<file path="config.mk">
export PLATFORM = sky130hd
export DESIGN_NAME = fifo_unpacker_flat
export DESIGN_NICKNAME = d
export VERILOG_FILES = /design/src/rtl/fifo_pkg.sv /design/src/rtl/fifo_unpacker_if.sv /design/src/rtl/fifo_unpack_shreg.sv /design/src/rtl/fifo_unpacker.sv /design/src/flat_wrapper.sv
export SDC_FILE = /design/constraint.sdc
export NUM_CORES = 1
export LEC_CHECK = 0
export ABC_AREA = 1
export CAP_MARGIN = 15
export CELL_PAD_IN_SITES_DETAIL_PLACEMENT = 1
export CELL_PAD_IN_SITES_GLOBAL_PLACEMENT = 2
export CORE_MARGIN = 5
export CORE_UTILIZATION = 25
export DETAILED_ROUTE_END_ITERATION = 7
export PLACE_DENSITY_LB_ADDON = 0.25
export SLEW_MARGIN = 0
export SYNTH_ARGS = -nofsm -noshare
export SYNTH_HDL_FRONTEND = slang
export SYNTH_SLANG_ARGS = --single-unit
</file>
<file path="constraint.sdc">
create_clock -name clk -period 1.8 [get_ports clk]
set_input_delay 0.54 -clock clk [delete_from_list [all_inputs] [get_ports clk]]
set_output_delay 0.54 -clock clk [all_outputs]
set_load 0.02 [all_outputs]
</file>
<file path="src/rtl/fifo_pkg.sv">
// ============================================================================
// Module   : fifo_pkg
// Purpose  : Shared types and defaults for the FIFO and its read-side drain.
// Revision : 1.0
// ============================================================================
`default_nettype none

package fifo_pkg;

  localparam int unsigned DEFAULT_WIDTH    = 32;
  localparam int unsigned DEFAULT_PAR_READ = 1;

  typedef enum logic [1:0] {
    ST_IDLE  = 2'd0,
    ST_FETCH = 2'd1,
    ST_HOLD  = 2'd2
  } unpack_state_e;

  // An index must be at least one bit wide even for single-word groups.
  function automatic int unsigned idx_width(input int unsigned n);
    return (n > 1) ? $clog2(n) : 1;
  endfunction

endpackage

`default_nettype wire

</file>
<file path="src/rtl/fifo_unpacker_if.sv">
// ============================================================================
// Module   : fifo_unpacker_if
// Purpose  : FIFO read port plus valid/ready word stream of the unpacker.
// Revision : 1.0
// ============================================================================
`default_nettype none

interface fifo_unpacker_if #(
  parameter int WIDTH    = 32,
  parameter int PAR_READ = 1
);

  logic                      fifo_empty;
  logic                      fifo_read_en;
  logic [PAR_READ*WIDTH-1:0] fifo_dout;
  logic                      m_valid;
  logic                      m_ready;
  logic [WIDTH-1:0]          m_data;
  logic                      m_last;

  modport master (
    input  fifo_empty, fifo_dout, m_ready,
    output fifo_read_en, m_valid, m_data, m_last
  );

  modport slave (
    output fifo_empty, fifo_dout, m_ready,
    input  fifo_read_en, m_valid, m_data, m_last
  );

endinterface

`default_nettype wire

</file>
<file path="src/rtl/fifo_unpack_shreg.sv">
// ============================================================================
// Module   : fifo_unpack_shreg
// Purpose  : Holding register for one popped group with a word-select mux.
// Revision : 1.0
// ============================================================================
`default_nettype none

module fifo_unpack_shreg #(
  parameter int WIDTH    = 32,
  parameter int PAR_READ = 1,
  parameter int IDX_W    = 1
) (
  input  logic                      clk,
  input  logic                      rst,
  input  logic                      load_i,
  input  logic [PAR_READ*WIDTH-1:0] din_i,
  input  logic [IDX_W-1:0]          idx_i,
  output logic [WIDTH-1:0]          data_o
);

  logic [PAR_READ*WIDTH-1:0] hold_q;

  always_ff @(posedge clk) begin
    if (rst) begin
      hold_q <= '0;
    end else if (load_i) begin
      hold_q <= din_i;
    end
  end

  // Slice 0 sits in the least-significant bits.
  always_comb begin
    data_o = '0;
    for (int i = 0; i < PAR_READ; i++) begin
      if (idx_i == IDX_W'(i)) begin
        data_o = hold_q[i*WIDTH +: WIDTH];
      end
    end
  end

endmodule

`default_nettype wire

</file>
<file path="src/rtl/fifo_unpacker.sv">
// ============================================================================
// Module   : fifo_unpacker
// Purpose  : Pops PAR_READ-word FIFO groups and streams them word by word.
// Revision : 1.0
// ============================================================================
`default_nettype none

module fifo_unpacker
  import fifo_pkg::*;
#(
  parameter int WIDTH    = DEFAULT_WIDTH,
  parameter int PAR_READ = DEFAULT_PAR_READ,
  parameter int IDX_W    = idx_width(PAR_READ)
) (
  input  logic                   clk,
  input  logic                   rst,
  fifo_unpacker_if.master        bus,
  output logic                   busy
);

  localparam logic [1:0] S_IDLE  = ST_IDLE;
  localparam logic [1:0] S_FETCH = ST_FETCH;
  localparam logic [1:0] S_HOLD  = ST_HOLD;

  logic [1:0]       state_q, state_d;
  logic [IDX_W-1:0] idx_q, idx_d;
  logic             w_pop;
  logic             w_last;
  logic             w_hs;

  assign w_last = (state_q == S_HOLD) && (idx_q == IDX_W'(PAR_READ - 1));
  assign w_hs   = (state_q == S_HOLD) && bus.m_ready;

  always_comb begin
    state_d = state_q;
    idx_d   = idx_q;
    w_pop   = 1'b0;
    case (state_q)
      S_IDLE: begin
        if (!bus.fifo_empty) begin
          w_pop   = 1'b1;
          state_d = S_FETCH;
        end
      end
      S_FETCH: begin
        idx_d   = '0;
        state_d = S_HOLD;
      end
      S_HOLD: begin
        if (w_hs) begin
          if (!w_last) begin
            idx_d = idx_q + 1'b1;
          end else if (!bus.fifo_empty) begin
            // Chain the next pop into the final handshake to keep one bubble per group.
            w_pop   = 1'b1;
            state_d = S_FETCH;
          end else begin
            state_d = S_IDLE;
          end
        end
      end
      default: state_d = S_IDLE;
    endcase
  end

  always_ff @(posedge clk) begin
    if (rst) begin
      state_q <= S_IDLE;
      idx_q   <= '0;
    end else begin
      state_q <= state_d;
      idx_q   <= idx_d;
    end
  end

  fifo_unpack_shreg #(
    .WIDTH    (WIDTH),
    .PAR_READ (PAR_READ),
    .IDX_W    (IDX_W)
  ) u_shreg (
    .clk    (clk),
    .rst    (rst),
    .load_i (state_q == S_FETCH),
    .din_i  (bus.fifo_dout),
    .idx_i  (idx_q),
    .data_o (bus.m_data)
  );

  // A pop during reset would drop a word the engine can no longer capture.
  assign bus.fifo_read_en = w_pop && !rst;
  assign bus.m_valid      = (state_q == S_HOLD);
  assign bus.m_last       = w_last;
  assign busy             = (state_q != S_IDLE);

endmodule

`default_nettype wire

</file>
<file path="src/flat_wrapper.sv">
// flat-port wrapper written by rule: the top's interface ports become plain ports
module fifo_unpacker_flat import fifo_pkg::*;
#(
  parameter int WIDTH    = DEFAULT_WIDTH,
  parameter int PAR_READ = DEFAULT_PAR_READ,
  parameter int IDX_W    = idx_width(PAR_READ)
)
  (clk, rst, busy, bus_fifo_empty, bus_fifo_dout, bus_m_ready, bus_fifo_read_en, bus_m_valid, bus_m_data, bus_m_last);
  fifo_unpacker_if #(.WIDTH(WIDTH), .PAR_READ(PAR_READ)) bus_i ();
  input  logic clk;
  input  logic rst;
  output logic busy;
  input wire logic [$bits(bus_i.fifo_empty)-1:0] bus_fifo_empty;
  input wire logic [$bits(bus_i.fifo_dout)-1:0] bus_fifo_dout;
  input wire logic [$bits(bus_i.m_ready)-1:0] bus_m_ready;
  output wire logic [$bits(bus_i.fifo_read_en)-1:0] bus_fifo_read_en;
  output wire logic [$bits(bus_i.m_valid)-1:0] bus_m_valid;
  output wire logic [$bits(bus_i.m_data)-1:0] bus_m_data;
  output wire logic [$bits(bus_i.m_last)-1:0] bus_m_last;
  assign bus_i.fifo_empty = bus_fifo_empty;
  assign bus_i.fifo_dout = bus_fifo_dout;
  assign bus_i.m_ready = bus_m_ready;
  assign bus_fifo_read_en = bus_i.fifo_read_en;
  assign bus_m_valid = bus_i.m_valid;
  assign bus_m_data = bus_i.m_data;
  assign bus_m_last = bus_i.m_last;
  fifo_unpacker #(.WIDTH(WIDTH), .PAR_READ(PAR_READ), .IDX_W(IDX_W)) u_core (.clk(clk), .rst(rst), .bus(bus_i), .busy(busy));
endmodule
</file>
==> results.md <==
- Outcome: finished, final reports clean
- Adder-cell area share of the yosys netlist: 0.0367
- Sequential share of the synthesized area: 0.411
- Post-synthesis compound-gate area fraction: 0.283
- Gr ovfl total: 0
- Final nets: 334
- First-pass GRT wire length: 7.68 mm
- Tmin final: 1.80 ns
- Yosys cell types: 19
- Final Setup Violations: 0
- Fill count: 828
- Min-delay worst type: reg -> reg
- Pre-antenna DRT Iters: 2
- Syn avg cell area: 8.01 um^2
- R2R setup slack: 0.32 ns
- Slew at the pin closest to its max-slew limit: 0.343 ns
- PD cells: 1560 nW/um^2
- Fin. max-slew vios: 0
- Root buffer cell: clkbuf_8
- Core area: 6720 um^2
- Multi-input gate area: 806 um^2
- DPL Wire Length: 3.27 mm
- Yosys top cell area share: 0.411
- Normalized max-slew margin: 0.771
- Port Buf Inserts: 71
- Initial DRC count: 26
- XOR/XNOR Fraction of Synth Area: 0
- Syn-to-layout area delta: 50.7%
- Mapped Area: 1710 um^2
- N_diodes: 0
- Post-DP Area: 2590 um^2
- Clock transition at path regs: 0.07 ns
- Skew final: 0.00327 ns
- Detailed Route WL: 4.52 mm
- RSZ-0062 raised after global routing: true
- Final hold vios: 0
- WS Path Type: in -> out
- Design Power: 4.02 mW
- Residual DRC: 0
- Final Util: 0.383
- Largest net degree at the start of global routing: 35
- CP required: 1.26 ns
- Routed Antenna Nets: 0
- Htree depth: 2
- Setup repair bufs after CTS: 0
- Static Leak: 1.15 nW
- CTS tree: done
- Layout cells sized above 1: 0.381
- Area share of and/or/nand/nor cells after synthesis: 0.126
- Post-route cell area: 2570 um^2
- Cts bufs inserted: 5
- Cell taking the most area after synthesis: dfxtp_1
- Initial core utilization: 0.254
- Synth Register Bits: 35
- Via density: 4.25
- GP Congestion: 0.736
- Startpoint Class: input port
- Full die area: 8580 um^2
- Vias in the first global route: 1608
- Post-Syn Nets: 254
- GRT Util Overall: 0.110
- Register area: 704 um^2
- Detailed-route via count: 1591
- Synthesized instance count: 213
- FP Rows: 30
- Yosys warning count: 0
- Max-cap violations: 0
- Fin crit share: 1.00
- Height of the chip: 92.6 um
- Cts hold-fix bufs: 0
- Initial antenna violation count: 0
- IO Pins: 72
- Crit path DAT: 1.26 ns
- Critical path endpoint category: output port
- Post-synthesis mux area share: 0
- CTS Sinks: 35
- Die W: 92.6 um
- Max FO, Critical Path: 2
- WL/cell: 12.1 um
- F_max: 556 MHz
- Worst-Skew Late Latency: 0.27 ns
- Top cells by area, synth: dfxtp_1 41%, a21oi_2 10%, o21ai_2 10%
- VDD IR-drop max: 0.684 mV
- Largest family of logic cells by synthesized area: compound AO/OA/AOI/OAI gates
- Clk buf depth: 2
[power by group]
group | leakage, nW | switching [mW] | internal (mW)
Combinational | 0.815 | 1.45 | 0.855
Clock | 0.0422 | 0.265 | 0.271
Sequential | 0.290 | 0.0922 | 1.09
[layer usage]
layer	vias up	global-route usage	wire [um]
met1	729	0.138	2100
met5	-	0	0
met3	2	0.0398	315
li1	815	-	-
met4	0	0.0330	22
met2	45	0.178	2080
[cells in the final DEF (no fill, tap or decap)]
master           count
inv_1               38
nor2_1              35
clkdlybuf4s50_1     32
dfxtp_1             32
clkbuf_2            26
o21ai_2             20
a21oi_2             20
buf_4               13
a21oi_1             12
o21ai_1              9
nand2_1              9
clkbuf_8             5
inv_2                4
o21ai_0              4
clkdlybuf4s15_1      4
buf_2                4
nor2_2               3
ha_1                 3
buf_12               3
dfxtp_2              3
nor2_4               2
ha_4                 2
clkbuf_1             2
dlymetal6s2s_1       2
inv_4                1
nand3_4              1
a211oi_2             1
nand2_2              1
clkinv_2             1
clkdlybuf4s15_2      1
buf_6                1
[final timing paths]
check,startpoint,endpoint,cells past startpoint
setup reg to reg,u_core.state_q[1],u_core.u_shreg.hold_q[25],7
hold reg to reg,u_core.u_shreg.hold_q[23],u_core.u_shreg.hold_q[23],2
hold / removal,u_core.u_shreg.hold_q[23],u_core.u_shreg.hold_q[23],2
setup / recovery,bus_m_ready,bus_fifo_read_en,4
[Yosys cell counts, drive strengths merged]
cell and number:
nor2 40, inv 43, nand2 10, ha 5
a21oi 32, a211oi 1, o21ai 33, dfxtp 35
nand3 1, buf 13
[sequential cells by signal (all words and copies together), names as in the netlist]
name and cells:
u_core.u_shreg.hold_q 32, u_core.state_q 2, u_core.idx_q 1
[cells by family (layout without fill, tap and decap cells)]
kind of cell | after synthesis | after routing
flops | 35 | 35
simple gates | 51 | 51
buf+inv | 56 | 137
fa+ha+maj | 5 | 5
compound gates | 66 | 66
[area by class of cell]
type                            count  share of cell area
Clock buffer                        7              0.0297
Tap cell                           80              0.0389
Timing Repair Buffer               86               0.278
Inverter                           43              0.0637
Multi-Input combinational cell    122               0.313
Sequential cell                    35               0.274
Clock inverter                      1             0.00195
[stage by stage]
stage               setup slack [ns]  hold slack (ns)  instances  TNS, ns
floorplan                     0.0258            0.430        213        0
global placement              -0.776            0.445        366    -1.06
detailed placement            -0.770            0.447        366    -1.11
CTS                          -0.0912            0.457        374  -0.0912
global route                 -0.0676            0.477        374  -0.0968
finish                      0.000250            0.456        374        0
[timing repair]
item	CTS	global route
gates resized for setup	79	53
setup endpoints to repair	36	35
pin swaps	0	2
gates cloned	0	0
[critical path, cell delays in order]
cell and delay [ns]:
clkdlybuf4s15_1 0.27, nand3_4 0.10, a211oi_2 0.18, buf_4 0.17
No activity file was read; power rests on OpenSTA's default activity.
